<file path="src/rtl/meas_window_ctrl.sv">
// ---------------------------------------------------------------------------
// meas_window_ctrl
//   Sequences an external up_counter as a gated event counter. A start request
//   clears the counter, then gates it with the event strobe for exactly
//   WINDOW_LEN clock cycles. After that the count and a sticky wrap flag are
//   latched into a result register, which is offered on a valid/ready port.
//
//   Optional feature macro: MEAS_CONTINUOUS_EN
//     defined   - after a result handshake the next window starts immediately
//     undefined - after a result handshake the block returns to IDLE
//
// Ports
//   clk        in   rising-edge clock
//   rst_n      in   asynchronous active-low reset
//   start      in   measurement request, only looked at in IDLE
//   abort      in   cancel the measurement in progress (beats start/res_ready)
//   event_i    in   synchronous single-cycle event strobe
//   cnt_i      in   current value of the external counter
//   cnt_clk_en out  clock enable for the external counter
//   cnt_clear  out  synchronous clear for the external counter
//   res_valid  out  res_data / res_ovf hold a result
//   res_ready  in   consumer accepts the result
//   res_data   out  latched event count
//   res_ovf    out  counter wrapped at least once during the window
//   busy       out  FSM is not in IDLE
// ---------------------------------------------------------------------------
module meas_window_ctrl #(
    parameter int CNT_W      = 16,
    parameter int WIN_W      = 24,
    parameter int WINDOW_LEN = 1_000_000
) (
    input  logic             clk,
    input  logic             rst_n,
    input  logic             start,
    input  logic             abort,
    input  logic             event_i,
    input  logic [CNT_W-1:0] cnt_i,
    output logic             cnt_clk_en,
    output logic             cnt_clear,
    output logic             res_valid,
    input  logic             res_ready,
    output logic [CNT_W-1:0] res_data,
    output logic             res_ovf,
    output logic             busy
);

    localparam longint WIN_MAX = (64'sd1 <<< WIN_W) - 64'sd1;

    // Reject a window length that cannot be counted by the timer.
    if ((WINDOW_LEN < 2) || (longint'(WINDOW_LEN) > WIN_MAX)) begin : g_bad_window
        $error("meas_window_ctrl: WINDOW_LEN out of range 2..2**WIN_W-1");
    end

    // Timer counts WINDOW_LEN-1 down to 0, giving WINDOW_LEN GATE cycles.
    localparam logic [WIN_W-1:0] WIN_LOAD = WIN_W'(WINDOW_LEN - 1);
    localparam logic [WIN_W-1:0] WIN_ZERO = {WIN_W{1'b0}};
    localparam logic [WIN_W-1:0] WIN_ONE  = {{(WIN_W-1){1'b0}}, 1'b1};

    typedef enum logic [2:0] {
        S_IDLE  = 3'd0,
        S_CLEAR = 3'd1,
        S_GATE  = 3'd2,
        S_LATCH = 3'd3,
        S_HOLD  = 3'd4
    } state_t;

    state_t           state_r;
    state_t           next_state_s;
    logic [WIN_W-1:0] timer_r;
    logic             sticky_r;
    logic             res_valid_r;
    logic [CNT_W-1:0] res_data_r;
    logic             res_ovf_r;
    logic             cnt_clk_en_s;
    logic             cnt_clear_s;
    logic             abort_hit_s;

    // Abort only has an effect once a measurement is under way.
    assign abort_hit_s = abort && (state_r != S_IDLE);

    // State register.
    always_ff @(posedge clk or negedge rst_n) begin
        if (!rst_n) begin
            state_r <= S_IDLE;
        end else begin
            state_r <= next_state_s;
        end
    end

    // Next-state decode; abort has priority over every other request.
    always_comb begin
        next_state_s = state_r;
        if (abort_hit_s) begin
            next_state_s = S_IDLE;
        end else begin
            case (state_r)
                S_IDLE: begin
                    if (start && !abort) begin
                        next_state_s = S_CLEAR;
                    end else begin
                        next_state_s = S_IDLE;
                    end
                end
                S_CLEAR: next_state_s = S_GATE;
                S_GATE: begin
                    if (timer_r == WIN_ZERO) begin
                        next_state_s = S_LATCH;
                    end else begin
                        next_state_s = S_GATE;
                    end
                end
                S_LATCH: next_state_s = S_HOLD;
                S_HOLD: begin
                    if (res_ready) begin
`ifdef MEAS_CONTINUOUS_EN
                        next_state_s = S_CLEAR;
`else
                        next_state_s = S_IDLE;
`endif
                    end else begin
                        next_state_s = S_HOLD;
                    end
                end
                default: next_state_s = S_IDLE;
            endcase
        end
    end

    // Counter control decode; the counter honours clear only while enabled.
    always_comb begin
        cnt_clk_en_s = 1'b0;
        cnt_clear_s  = 1'b0;
        case (state_r)
            S_CLEAR: begin
                cnt_clk_en_s = 1'b1;
                cnt_clear_s  = 1'b1;
            end
            S_GATE: begin
                cnt_clk_en_s = event_i;
                cnt_clear_s  = 1'b0;
            end
            default: begin
                cnt_clk_en_s = 1'b0;
                cnt_clear_s  = 1'b0;
            end
        endcase
    end

    // Window timer and sticky wrap flag.
    always_ff @(posedge clk or negedge rst_n) begin
        if (!rst_n) begin
            timer_r  <= WIN_ZERO;
            sticky_r <= 1'b0;
        end else begin
            case (state_r)
                S_CLEAR: begin
                    timer_r  <= WIN_LOAD;
                    sticky_r <= 1'b0;
                end
                S_GATE: begin
                    if (timer_r != WIN_ZERO) begin
                        timer_r <= timer_r - WIN_ONE;
                    end
                    // An event seen while the counter is all ones wraps it to zero.
                    if (event_i && (&cnt_i)) begin
                        sticky_r <= 1'b1;
                    end
                end
                default: begin
                    timer_r  <= timer_r;
                    sticky_r <= sticky_r;
                end
            endcase
        end
    end

    // Result register and valid flag; abort drops valid but keeps old data.
    always_ff @(posedge clk or negedge rst_n) begin
        if (!rst_n) begin
            res_valid_r <= 1'b0;
            res_data_r  <= {CNT_W{1'b0}};
            res_ovf_r   <= 1'b0;
        end else if (abort_hit_s) begin
            res_valid_r <= 1'b0;
        end else if (state_r == S_LATCH) begin
            res_valid_r <= 1'b1;
            res_data_r  <= cnt_i;
            res_ovf_r   <= sticky_r;
        end else if ((state_r == S_HOLD) && res_ready) begin
            res_valid_r <= 1'b0;
        end
    end

    assign cnt_clk_en = cnt_clk_en_s;
    assign cnt_clear  = cnt_clear_s;
    assign res_valid  = res_valid_r;
    assign res_data   = res_data_r;
    assign res_ovf    = res_ovf_r;
    assign busy       = (state_r != S_IDLE);

endmodule

</file>
<file path="config.mk">
export PLATFORM = sky130hd
export DESIGN_NAME = meas_window_ctrl
export DESIGN_NICKNAME = d
export VERILOG_FILES = /design/src/rtl/meas_window_ctrl.sv
export SDC_FILE = /design/constraint.sdc
export NUM_CORES = 1
export LEC_CHECK = 0
export ABC_AREA = 1
export CAP_MARGIN = 10
export CORE_UTILIZATION = 59
export CTS_BUF_LIST = sky130_fd_sc_hd__clkbuf_4
export DETAILED_ROUTE_END_ITERATION = 7
export PLACE_DENSITY = 0.87
export SLEW_MARGIN = 20
export SYNTH_ARGS = -nofsm -noshare
export SYNTH_HDL_FRONTEND = slang
export SYNTH_SLANG_ARGS = --single-unit
</file>
<file path="constraint.sdc">
create_clock -name clk -period 3 [get_ports clk]
set_input_delay 0.6 -clock clk [delete_from_list [all_inputs] [get_ports clk]]
set_output_delay 0.6 -clock clk [all_outputs]
set_load 0.03 [all_outputs]
</file>
* Yosys cells after proc, flatten, opt, wreduce, memory -nomap -nowiden *
Cells that the tools add are included.

word-level totals
  latch bits = 0
  bits in writable memories = 0
  output and inout port bits = 21
  ROM bits = 0
  logic and storage cells = 43
  flip-flop bits (word level) = 46
  memories = 0
  bits of input ports = 22

operators by class
  reduce and logical (&&, ||, !) cells = 15
  bitwise operators = 1
  add/subtract/negate cells = 1
  magnitude comparators = 0
  muxes and demuxes = 14
  multipliers = 0
  equal/unequal tests = 6
  shift operators = 0
  div/mod/pow operators = 0

operators by type and width
  kind                                                count
  case mux 24 bit (2 select lines)                    1
  zero test 24 bit                                    1
  2-to-1 mux 24 bit                                   1
  nonzero test 24 bit                                 1
  subtractor 24 x 1 -> 24 bit, second input constant  1
  AND reduction 16 bit                                1
  case mux 3 bit (5 select lines)                     1
  2-to-1 mux 1 bit                                    7
  == test 3 x 2 -> 1 bit, second input constant       2
  2-to-1 mux 3 bit                                    2
  AND reduction 2 bit                                 3
  nonzero test 3 bit                                  2
  logical AND 1 bit                                   4
  != test 2 bit, second input constant                2
  case mux 1 bit (2 select lines)                     2
  == test 3 x 1 -> 1 bit, second input constant       1
  == test 3 bit, second input constant                1
  zero test 3 bit                                     1
  nonzero test 2 bit                                  1
  zero test 1 bit                                     1
  inverter 1 bit                                      1

* Longest topological paths before layout *
  word-level depth = 5
  mapped depth = 10
  mapped depth without buffers = 10

* Worst setup path before layout *
No wires, ideal clock.

  path kind = flip-flop to output port
  start point = register state_r[0]
  end point = output port cnt_clk_en
  cell stages (with the launch flop) = 4
  path buffers = 0
  arrival time = 1.210 ns
  slack = 1.190 ns
  required time = 2.400 ns
  cells stage by stage = dfrtp_1 -> nor3_4 -> nand2_1 -> nand2_1

on the way
  longest elaborated chain between the ends = 2
  elaborated cells on any way between the ends = 3
  classes of those cells = eq/ne (2); mux (1)

ends and longest elaborated chain
  what                                                                     line  source
  start, declared                                                          67    state_t state_r;
  start signal, assigned                                                   86    state_r <= next_state_s;
  == test 3 x 2 -> 1 bit / == test 3 x 1 -> 1 bit (equally long branches)  133   case (state_r)
  case mux 1 bit (2 select lines) *                                        133
  end, declared                                                            38    output logic cnt_clk_en,

Every way passes the cells marked *; elsewhere a longest branch is shown, timed or not.

* Worst setup path after layout *
  start point = register state_r[2]
  end point = output port cnt_clear

on the way
  longest elaborated chain between the ends = 2

ends and longest elaborated chain
  what                    line  source
  == test 3 x 1 -> 1 bit  133
  2-to-1 mux 1 bit        133
  end, declared           39    output logic cnt_clear,

Every way passes these cells.

==> summary.txt <==
GRT
  • Total global-route track usage: between 20 and 30%
  • Number of global-route vias before repair: a little over 2000
  • Largest net degree at the start of global routing: between 40 and 50
  • Total gr overflow: 0
  • Initial antenna violation count: 0
  • Global-route wire length before repair: 9420 um

Finish
  • Number of diodes: 0
  • Commonest non-fill, non-tap cell in the layout: nand2_1
  • Nets: approximately 380
  • Commonest non-fill, non-tap cells in the layout: nand2_1, dfrtp_1, nand3_1, clkdlybuf4s50_1, nor2_1
  • Ratio of cells with drive above 1 in the final layout: 16.2%
  • FF+latch area: between 1000 and 1500 um^2
  • Final Non-Filler Cells: 409
  • Area taken by multi-input logic gates: 1300 um^2
  • Area grow syn2layout: 19.2%
  • Filler instances: roughly 300

Timing
  • Max-slew headroom: 53.3%
  • Setup violators final: 0
  • Fmax: approximately 0.36 GHz
  • Slew Viols, Final: 0
  • Max Clock Skew: ~16 ps
  • Unrepaired setup endpoints after global routing: false
  • Fin worst setup slack: 240 ps
  • Setup TNS: 0 ps
  • Final hold vios: 0
  • Fin crit share: just over 90%
  • Shortest period the worst path allows: ~2800 ps
  • Worst Max-Slew Pin Slew: 699 ps

Critical path
  • Data required time of the critical path: 2400 ps
  • CP Capture Type: output port
  • CP Launch Type: flop
  • Arrival time worst endpoint: 2160 ps
  • Crit Path Max Fanout: 12
  • WS Path Type: flop to output port

Routing
  • Wire per inst: 14.4 um
  • Pre-antenna DRT Iters: 5
  • DRC: 0
  • DRT Wirelength: 5900 um
  • Drt first-iter violations: a little under 200
  • Vias per inst: 5.59
  • Routed via count: roughly 2300
  • Post-route antenna net violation count: 0

Synthesis
  • Top_reg_cell synth: dfrtp_1
  • Most area-hungry cell type in the Yosys netlist: dfrtp_1
  • Mapped Area: 2620 um^2
  • Largest cells by area after synthesis: dfrtp_1, nand2_1, nand3_1
  • Post-Syn Nets: ~340
  • Syn. warnings: 0
  • Count of cell types in the netlist: 30
  • Asr flop ratio synth: 100%
  • Syn avg cell area: 8.35 um^2
  • Area fraction of the dominant cell type after synthesis: between 40% and 50%
  • Synth Instances: between 300 and 400
  • EDFF count, synth: 0
  • Yosys reg bits: 46
  • Register area share after synthesis: 44.0%

Place
  • Placer Congestion: about 0.9
  • Dpl hpwl: around 4400 um
  • Port Buf Inserts: 42
  • Post-Place Cells: about 400
  • DP Worst Slack: between 500 and 600 ps

CTS
  • Clk_lat worst skew: between 300 and 400 ps
  • Gates resized, CTS repair: 0
  • Clock sinks: 46
  • CTS Buf Count: 5
  • Max clock buf depth: 2
  • CTS tree: yes
  • Cts hold-fix bufs: 0
  • CTS H-Tree Depth: 2
  • Reg clk slew, reported paths: 150 ps
  • Clk root buf: clkbuf_4
  • Setup Buffers After CTS: 0

Floorplan
  • Die height: a little under 70 um
  • Chip Width: slightly below 70 um
  • Die Area: between 4000 and 5000 um^2
  • Ports: 43
  • Placeable Area: between 4000 and 5000 um^2
  • Initial core utilization: a little under two thirds
  • FP Rows: 23

Power
  • P_leak: between 1 and 1.5 nW
  • PwrDens: ~760 nW/um^2
  • Total Power: ~2.4 mW
  • Maximum VDD drop: 602 uV

Outcome
  • Status: completed

Flow run
  • Max cap viols: 0

Hold path
  • HP Class: input pin to asynchronous set/reset pin
[cell usage after synthesis, types with 2 or more instances]
master   number
nor2_4        4
inv_1        30
o21ai_1       5
nor2_1       38
dfrtp_1      46
buf_6         3
xor2_1        3
nand2_2       7
nand2_4       3
o21ai_2       6
nor3_1        2
ha_1          2
mux2_2       16
nor2_2        5
nand2_1      69
a21oi_1       4
nand4_1      10
o21ai_0       8
nand3_1      41
[power by group]
part / internal [mW] / switching [mW] / total [mW]
sequential: 0.788 / 0.113 / 0.900
combinational: 0.444 / 0.697 / 1.14
clock: 0.101 / 0.212 / 0.314
[final timing paths]
| check | slack, ps | cells after the start | to | startpoint |
|---|---|---|---|---|
| hold / removal | 190 | 1 | timer_r[11]$_DFFE_PN0P_ | rst_n |
| min in group clk | 520 | 2 | res_ovf$_DFFE_PN0P_ | res_ovf$_DFFE_PN0P_ |
| setup reg to reg | 950 | 7 | timer_r[15]$_DFFE_PN0P_ | timer_r[0]$_DFFE_PN0P_ |
| hold reg to reg | 520 | 2 | res_ovf$_DFFE_PN0P_ | res_ovf$_DFFE_PN0P_ |
| setup / recovery | 240 | 4 | cnt_clear | state_r[2]$_DFF_PN0_ |
| max in group asynchronous | 2400 | 1 | res_data[8]$_DFFE_PN0P_ | rst_n |
[sequential cells by signal (all words and copies together) (netlist names)]
signal / cells
res_ovf: 1
state_r: 3
sticky_r: 1
res_valid: 1
res_data: 16
timer_r: 24
[through the flow]
step	area [um^2]	util, %	hold WS [ps]
2_1_floorplan	2620	-	304
3_3_place_gp	3060	74.2	478
3_5_place_dp	3060	74.2	486
4_1_cts	3110	75.7	418
5_1_grt	3120	75.7	253
6_report	3120	75.7	192
[logic make-up (layout without fill, tap and decap cells)]
kind of cell               count (synthesis)  in the layout  share of synthesized area (%)
buffers and inverters                     37             83                           6.36
muxes                                     16             16                           6.89
DFF                                       46             46                           44.0
adders and majority gates                  2              2                          0.957
xor gates and xnor gates                   3              3                           1.00
and+or+nand+nor                          183            183                           34.3
AOI/OAI and AO/OA                         26             26                           6.46
[layout make-up]
type	count	share of cell area (%)
clock buffer	6	1.45
timing repair buffer	43	13.6
multi-input combinational	230	41.6
clock inverter	2	0.442
sequential	46	36.9
tap	50	2.01
inverter	32	3.89
[critical path, cell delays in order (launching register included)]
cell and delay (ps):
dfrtp_1 480, inv_2 110, nand3_2 250, inv_1 220, clkdlybuf4s50_1 700
[routing by layer]
layer | share of wire [%] | vias up | track usage (%)
li1 | - | 1117 | -
met1 | 46 | 1084 | 38.6
met2 | 47 | 73 | 42.3
met3 | 5.6 | 11 | 4.77
met4 | 1.5 | 0 | 10.9
met5 | 0 | - | 0
Note: power is estimated with default switching activity, not from simulation.
